## config.mk

```make
export PLATFORM = sky130hd
export DESIGN_NAME = stage_m2_flat
export DESIGN_NICKNAME = d
export VERILOG_FILES = /design/src/rtl/riscv_defines.sv /design/src/rtl/stage_m2_if.sv /design/src/rtl/stage_m2_load_extend.sv /design/src/rtl/stage_m2.sv /design/src/flat_wrapper.sv
export SDC_FILE = /design/constraint.sdc
export NUM_CORES = 1
export LEC_CHECK = 0
export CORE_MARGIN = 2
export CORE_UTILIZATION = 44
export CTS_BUF_LIST = sky130_fd_sc_hd__clkbuf_4 sky130_fd_sc_hd__clkbuf_8
export DETAILED_ROUTE_END_ITERATION = 6
export PLACE_DENSITY = 0.92
export SLEW_MARGIN = 15
export SYNTH_ARGS = -nofsm -noshare
export SYNTH_HDL_FRONTEND = slang
export SYNTH_SLANG_ARGS = --single-unit
```

## constraint.sdc

```tcl
create_clock -name clk -period 3.5 [get_ports clk]
set_clock_uncertainty 0.05 [all_clocks]
set_input_delay 0.525 -clock clk [delete_from_list [all_inputs] [get_ports clk]]
set_output_delay 0.525 -clock clk [all_outputs]
set_load 0.01 [all_outputs]
```

## src/rtl/riscv_defines.sv

```systemverilog
// Shared pipeline types, result-source and load funct3 encodings for the M2 stage.
package riscv_defines;

  typedef struct packed {
    logic       regwrite;
    logic [1:0] resultsrc;
    logic       memread;
    logic       memwrite;
  } control_signal_t;

  localparam logic [1:0] RESULT_ALU = 2'b00;
  localparam logic [1:0] RESULT_MEM = 2'b01;
  localparam logic [1:0] RESULT_PC4 = 2'b10;

  localparam logic [2:0] F3_LB  = 3'b000;
  localparam logic [2:0] F3_LH  = 3'b001;
  localparam logic [2:0] F3_LW  = 3'b010;
  localparam logic [2:0] F3_LBU = 3'b100;
  localparam logic [2:0] F3_LHU = 3'b101;

  typedef enum logic {M2_RUN, M2_WAIT} m2_state_t;

  typedef struct packed {
    logic [4:0]  rd_m2;
    logic        regwrite_m2;
    logic [31:0] result_m2;
    logic        busy_m2;
  } hazard_req_t;

  typedef struct packed {
    logic stall_m2;
    logic flush_m2;
  } hazard_res_t;

endpackage

```

## src/rtl/stage_m2_if.sv

```systemverilog
// Hazard unit link: M2 publishes its writeback/busy view, hazard unit returns stall/flush.
interface hazard_interface;
  import riscv_defines::*;

  hazard_req_t req;
  hazard_res_t res;

  modport requester (output req, input res);
  modport resolver  (input req, output res);
endinterface

```

## src/rtl/stage_m2_load_extend.sv

```systemverilog
// Load alignment and sign/zero extension of a data-memory word.
module load_extend
  import riscv_defines::*;
(
  input  logic [31:0] rdata,
  input  logic [2:0]  funct3,
  input  logic [1:0]  offset,
  output logic [31:0] extended
);

  logic [7:0]  byte_sel;
  logic [15:0] half_sel;

  always_comb begin
    case (offset)
      2'd0:    byte_sel = rdata[7:0];
      2'd1:    byte_sel = rdata[15:8];
      2'd2:    byte_sel = rdata[23:16];
      default: byte_sel = rdata[31:24];
    endcase
    half_sel = offset[1] ? rdata[31:16] : rdata[15:0];

    case (funct3)
      F3_LB:   extended = {{24{byte_sel[7]}}, byte_sel};
      F3_LBU:  extended = {24'b0, byte_sel};
      F3_LH:   extended = {{16{half_sel[15]}}, half_sel};
      F3_LHU:  extended = {16'b0, half_sel};
      default: extended = rdata;
    endcase
  end

endmodule

```

## src/rtl/stage_m2.sv

```systemverilog
// Second memory stage: holds the M1->M2 register, waits on dmem_rvalid and
// extends load data for writeback, bubbling WB while a load is outstanding.
module stage_m2
  import riscv_defines::*;
(
  input  logic                      clk,
  input  logic                      reset,
  input  control_signal_t           control_signal_m1,
  input  logic [4:0]                rd_m1,
  input  logic [2:0]                funct3_m1,
  input  logic [31:0]               result_m1,
  input  logic [31:0]               dmem_rdata,
  input  logic                      dmem_rvalid,
  output control_signal_t           control_signal_m2,
  output logic [4:0]                rd_m2,
  output logic [31:0]               memresult_m2,
  output logic [31:0]               result_m2,
  hazard_interface.requester        hazard_bus
);

  // state   | meaning
  // M2_RUN  | register may advance; any load in it has its data
  // M2_WAIT | load in register, still waiting for dmem_rvalid
  m2_state_t state, state_next;

  control_signal_t ctrl_q;
  logic [4:0]      rd_q;
  logic [2:0]      funct3_q;
  logic [31:0]     result_q;
  logic [31:0]     hold_data;
  logic            hold_valid;

  logic            stall, flush, busy, advance;
  logic [31:0]     load_word, extended;
  hazard_req_t     req_d;

  assign stall   = hazard_bus.res.stall_m2;
  assign flush   = hazard_bus.res.flush_m2;
  assign busy    = ctrl_q.memread & ~dmem_rvalid & ~hold_valid;
  assign advance = ~stall & ~busy;

  always_ff @(posedge clk or posedge reset) begin
    if (reset) begin
      ctrl_q   <= '0;
      rd_q     <= '0;
      funct3_q <= '0;
      result_q <= '0;
    end else if (flush) begin
      ctrl_q <= '0;
    end else if (advance) begin
      ctrl_q   <= control_signal_m1;
      rd_q     <= rd_m1;
      funct3_q <= funct3_m1;
      result_q <= result_m1;
    end
  end

  // Data arriving while the pipe is stalled is parked until the register advances.
  always_ff @(posedge clk or posedge reset) begin
    if (reset) begin
      hold_data  <= '0;
      hold_valid <= 1'b0;
    end else if (flush) begin
      hold_valid <= 1'b0;
    end else begin
      if (advance)
        hold_valid <= 1'b0;
      else if (stall && dmem_rvalid && ctrl_q.memread)
        hold_valid <= 1'b1;
      if (dmem_rvalid && ctrl_q.memread)
        hold_data <= dmem_rdata;
    end
  end

  always_ff @(posedge clk or posedge reset) begin
    if (reset) state <= M2_RUN;
    else       state <= state_next;
  end

  always_comb begin
    state_next        = state;
    control_signal_m2 = ctrl_q;
    rd_m2             = rd_q;
    if (flush) begin
      state_next = M2_RUN;
    end else begin
      case (state)
        M2_RUN:  if (busy) state_next = M2_WAIT;
        M2_WAIT: if (dmem_rvalid) state_next = M2_RUN;
        default: state_next = M2_RUN;
      endcase
    end
    if (busy) begin
      control_signal_m2 = '0;
      rd_m2             = '0;
    end
  end

  assign load_word = dmem_rvalid ? dmem_rdata : hold_data;

  load_extend u_load_extend (
    .rdata    (load_word),
    .funct3   (funct3_q),
    .offset   (result_q[1:0]),
    .extended (extended)
  );

  assign memresult_m2 = ctrl_q.memread ? extended : '0;
  assign result_m2    = result_q;

  always_comb begin
    req_d.rd_m2       = rd_m2;
    req_d.regwrite_m2 = control_signal_m2.regwrite;
    req_d.result_m2   = ctrl_q.memread ? memresult_m2 : result_q;
    req_d.busy_m2     = busy;
  end

  assign hazard_bus.req = req_d;

endmodule

```

## src/flat_wrapper.sv

```systemverilog
// flat-port wrapper written by rule: the top's interface ports become plain ports
module stage_m2_flat import riscv_defines::*;
  (clk, reset, control_signal_m1, rd_m1, funct3_m1, result_m1, dmem_rdata, dmem_rvalid, control_signal_m2, rd_m2, memresult_m2, result_m2, hazard_bus_req, hazard_bus_res);
  hazard_interface hazard_bus_i ();
  input  logic clk;
  input  logic reset;
  input  control_signal_t control_signal_m1;
  input  logic [4:0] rd_m1;
  input  logic [2:0] funct3_m1;
  input  logic [31:0] result_m1;
  input  logic [31:0] dmem_rdata;
  input  logic dmem_rvalid;
  output control_signal_t control_signal_m2;
  output logic [4:0] rd_m2;
  output logic [31:0] memresult_m2;
  output logic [31:0] result_m2;
  output wire logic [$bits(hazard_bus_i.req)-1:0] hazard_bus_req;
  input wire logic [$bits(hazard_bus_i.res)-1:0] hazard_bus_res;
  assign hazard_bus_req = hazard_bus_i.req;
  assign hazard_bus_i.res = hazard_bus_res;
  stage_m2 u_core (.clk(clk), .reset(reset), .control_signal_m1(control_signal_m1), .rd_m1(rd_m1), .funct3_m1(funct3_m1), .result_m1(result_m1), .dmem_rdata(dmem_rdata), .dmem_rvalid(dmem_rvalid), .control_signal_m2(control_signal_m2), .rd_m2(rd_m2), .memresult_m2(memresult_m2), .result_m2(result_m2), .hazard_bus(hazard_bus_i));
endmodule
```

Word level (Yosys, flattened, before mapping)

Index checks and enable logic that the tools add are counted.

Register bits: 78
Input bits: 82
Output and inout port bits: 113
Word-level logic and storage cells: 44

Equal/unequal tests: 5
Multiplexer cells: 13
Bitwise gates (word level): 8
Reductions and logical operators: 9

Operators by type and width:

| kind                                           | count |
|---|---|
| one-hot mux 32 bit (4 select lines)            | 1 |
| 2-to-1 mux 32 bit                              | 3 |
| one-hot mux 8 bit (3 select lines)             | 1 |
| 2-to-1 mux 5 bit                               | 4 |
| 2-to-1 mux 16 bit                              | 1 |
| == test 3 bit (second input constant)          | 2 |
| inverter 1 bit                                 | 5 |
| AND reduction 2 bit                            | 2 |
| AND 1 bit                                      | 3 |
| == test 3 x 1 -> 1 bit (second input constant) | 1 |
| logical AND 1 bit                              | 3 |
| logical NOT 3 bit                              | 1 |
| 2-to-1 mux 1 bit                               | 3 |
| nonzero test 3 bit                             | 1 |
| == test 2 x 1 -> 1 bit (second input constant) | 1 |
| == test 2 bit (second input constant)          | 1 |
| logical NOT 2 bit                              | 1 |
| nonzero test 2 bit                             | 1 |

Longest topological paths before layout

Depth after elaboration: 7
Gate-level depth with buffers: 7
Mapped depth without buffers: 4

Modules after synthesis

Synthesis repeated with hierarchy kept, for this count alone.

Cell total of the unflattened synthesis: 440
Area total of the unflattened synthesis: 5,205.0 um^2

Modules (own cells, without submodules):

| module      | instances | cells an instance | area an instance (um^2) | seq. area each (um^2) |
|---|---|---|---|---|
| stage_m2    | 1         | 307               | 4,235.3                 | 1,951.9 |
| load_extend | 1         | 133               | 969.7                   | 0.0 |

Least setup slack after synthesis

OpenSTA, ideal clock, no wires.

Path kind: input-to-output
From: input dmem_rvalid
To: output hazard_bus_req[1]
Arrival: 1.804 ns
Data required time: 2.925 ns
Path slack: 1.121 ns
Stages on the path: 6
Path buffers: 3
Path through: buf_6 -> buf_6 -> buf_6 -> mux2_2 -> a222oi_1 -> a21oi_1

Word-level cells in the longest chain between the ends: 5
Elaborated cells on any way between the ends: 6
Those cells by class: mux: 6

Ends and longest elaborated chain:

| item                                                                           | RTL line                                               | RTL |
|---|---|---|
| start: declaration                                                             | flat_wrapper.sv:12                                     | `input logic dmem_rvalid;` |
| 2-to-1 mux 32 bit *                                                            | stage_m2.sv:99                                         | `assign load_word = dmem_rvalid ? dmem_rdata : hold_data;` |
| one-hot mux 8 bit (3 select lines) / 2-to-1 mux 16 bit (equally long branches) | stage_m2_load_extend.sv:15, stage_m2_load_extend.sv:21 |  |
| one-hot mux 32 bit (4 select lines) *                                          | stage_m2_load_extend.sv:23                             | `case (funct3)` |
| 2-to-1 mux 32 bit *                                                            | stage_m2.sv:108                                        | `assign memresult_m2 = ctrl_q.memread ? extended : '0;` |
| 2-to-1 mux 32 bit *                                                            | stage_m2.sv:114                                        | `req_d.result_m2 = ctrl_q.memread ? memresult_m2 : result_q;` |
| end: declaration                                                               | flat_wrapper.sv:17                                     | `output wire logic [$bits(hazard_bus_i.req)-1:0] hazard_bus_req;` |

Mark *: on every way between the ends. The rest lies on a longest branch, timed or not.

Final worst setup path

From: input dmem_rdata[31]
To: output hazard_bus_req[20]

Word-level cells in the longest chain between the ends: 5
Elaborated cells on any way between the ends: 6
Those cells by class: mux: 6

Ends and longest elaborated chain:

| item                                                                           | RTL line                                               | RTL |
|---|---|---|
| start: declaration                                                             | flat_wrapper.sv:11                                     | `input logic [31:0] dmem_rdata;` |
| 2-to-1 mux 32 bit *                                                            | stage_m2.sv:99                                         |  |
| one-hot mux 8 bit (3 select lines) / 2-to-1 mux 16 bit (equally long branches) | stage_m2_load_extend.sv:15, stage_m2_load_extend.sv:21 |  |
| one-hot mux 32 bit (4 select lines) *                                          | stage_m2_load_extend.sv:23                             |  |
| 2-to-1 mux 32 bit *                                                            | stage_m2.sv:108                                        |  |
| 2-to-1 mux 32 bit *                                                            | stage_m2.sv:114                                        |  |

Marks and branches as above.

==> qor.csv <==
metric,value,unit
syn-num-nets,524,
fin_crit,3.40,ns
startpoint,dmem_rdata[31],
ys_ff_latch,78,
rsz0062_at_grt,no,
path_cells,clkdlybuf4s50_1 > mux2i_1 > a311oi_2 > o211ai_4 > buf_12 > a41oi_1 > clkdlybuf4s50_1,
timing.final.ws_setup,0.0963,ns
final_area,6920,um^2
layout_common_cells,"193 x clkdlybuf4s50_1, 86 x mux2_2, 77 x dfrtp_1",
core_area,10300,um^2
first_global_vias,4486,
synth.area.top_cells,"dfrtp_1 42%, mux2_2 21%, a31oi_1 4.4%",
outcome,"finished, final reports clean",
start_util,45.1,%
ys.warnings.count,0,
tightest_slew,0.829,ns
area_delta_synth_final,48.6,%
cts_tree,yes,
seq_area,1950,um^2
finalCritPeriodShare,97.2,%
vias,4503,
cts_sinks,78,
leakagePower,2.75,nW
synth_top_family_by_area,multiplexers,
worstPathArrival,2.83,ns
ant_nets,0,
drt_iter0_drc,629,
synth-edff-count,0,
drc,0,
startpoint_type,input pin,
synth_top_area_share,41.9,%
setup_viol,0,
dpl_cell_area,6730,um^2
synth_flop_cell,dfrtp_1,
cp_slowest_cell,clkdlybuf4s50_1,
slew_violations,0,
die_h,107,um
critPathTopFamily,buffers and inverters,
max_slew_margin,44.4,%
avgSynthCellArea,10.5,um^2
wl,15700,um
place_ws,0.109,ns
crit_end,hazard_bus_req[20],
synth_compound_area_share,14.4,%
hold-worst-slack,0.456,ns
layout_commonest_cell,clkdlybuf4s50_1,
htree_levels,3,
setup_tns,0,ns
critPathMaxStageDelay,0.60,ns
crit_type,input pin to primary output,
gp_congestion,0.882,
synth-async-reset-ratio,100,%
synth_largest_area_cell,dfrtp_1,
synth_fa_ha_area_share,0,%
vias_per_cell,5.89,
row_count,37,
grt_start_max_net_pins,68,
syn-cell-area,4660,um^2
path_buf_inv,3,
synth-xor-area-share,0,%
synth-simple-area-share,11.1,%
dieWidth,107,um
drive_above_1_share,22.5,%
dieArea,11400,um^2
multi_input_area,2440,um^2
num_antenna_cells,0,
r2r-end,u_core.hold_data[16],
grt_usage,27.2,%
clockBufferDepth,2,
muxShareOfSynthArea,26.6,%
firstDrtPassIters,7,
placement.io_buffers,194,
ios,195,
crit_path_frequent_cell,clkdlybuf4s50_1,
synthCells,442,
wl_per_cell,20.6,um
seq_area_frac_synth,41.9,%
post-cts-setup-buffers,0,
hp-class,flip-flop to flip-flop,
cp.depth,7,
grt_overflow_total,0,
path_max_fanout,36,
fillerInstances,772,
cts_buffers,9,
p_per_area,468,nW/um^2
ir_worst_vdd,216,uV
hold_violations,0,
grt_pass1_wl,23800,um
synth.distinct_cells,38,
root_buffer,clkbuf_8,
clk_pin_slew_worst_paths,0.08,ns
r2r_cells,3,
clk_latency,0.34,ns
dp.final_hpwl,11800,um
r2r_slack,1.12,ns
antenna_found_initial,0,
endpoint_kind,primary output,
fmax,294,MHz
nets,706,
crit_required,2.92,ns
r2r-start,u_core.ctrl_q[1],
cap_violations,0,
[area by class of cell]
cell class	instances	share of cell area, %
inverter	4	0.235
multi-input combinational	313	35.3
tap	136	2.46
clock buffer	9	1.79
timing repair buffer	218	31.1
clock inverter	6	0.922
sequential	78	28.2
[cell usage after synthesis, drive strengths merged, types with 4 or more instances]
cell and n:
buf 31, nor2 33, nand2 40, a31oi 33, nor3 4, nand3 7
mux2 87, o21ai 17, nand2b 8, nor2b 10, clkbuf 16, a41oi 17
mux2i 19, nor3b 4, a222oi 4, a21oi 11, dfrtp 78, inv 4
[metal layers]
metal  vias up  global-route usage, %  part of all wire [%]
met2       275                   44.5                    48
li1       1984                      -                     -
met1      2213                   35.2                    39
met4         0                   9.37                   2.5
met5         -                      0                     0
met3        31                   7.11                    11
[worst min path at each step]
stage | startpoint | endpoint | cells after the start
after floorplan | u_core.rd_q[1] | u_core.rd_q[1] | 1
after global placement | u_core.rd_q[1] | u_core.rd_q[1] | 1
after detailed placement | u_core.rd_q[1] | u_core.rd_q[1] | 1
after CTS | u_core.rd_q[1] | u_core.rd_q[1] | 1
after global routing | u_core.rd_q[1] | u_core.rd_q[1] | 1
final | u_core.rd_q[2] | u_core.rd_q[2] | 1
[cell families after synthesis]
logic type,count (synthesis)
simple gates,109
compound gates,95
mux,109
flops,78
buf+inv,51
[worst register-to-register path, stage by stage (launching register included)]
cell and delay (ns):
dfrtp_2 0.41, buf_4 0.52, nand3b_2 0.73, mux2_2 0.55
[through the flow]
step / total power [mW] / cells / utilization, %
after global routing: 3.37 / 764 / 67.1
final: 3.24 / 764 / 67.1
after global placement: 2.51 / 749 / 65.2
after floorplan: 1.88 / 442 / -
after CTS: 3.23 / 764 / 67.0
after detailed placement: 2.56 / 749 / 65.2
[registers in the layout (all words and copies together), names as in the netlist]
| signal | count |
|---|---|
| u_core.hold_data | 32 |
| u_core.result_m2 | 32 |
| u_core.ctrl_q | 5 |
| u_core.rd_q | 5 |
| u_core.funct3_q | 3 |
| u_core.hold_valid | 1 |
[timing repair]
item,4_1_cts,5_1_grt
setup endpoints to repair,0,6
gates resized for setup,0,1
hold buffers,0,0
[power by group]
part / internal, mW / leakage (nW) / switching, mW
logic: 0.737 / 1.72 / 0.612
clock network: 0.324 / 0.0911 / 0.353
registers: 1.08 / 0.940 / 0.137
total: 2.14 / 2.75 / 1.10
Note: power is estimated with default switching activity, not from simulation.
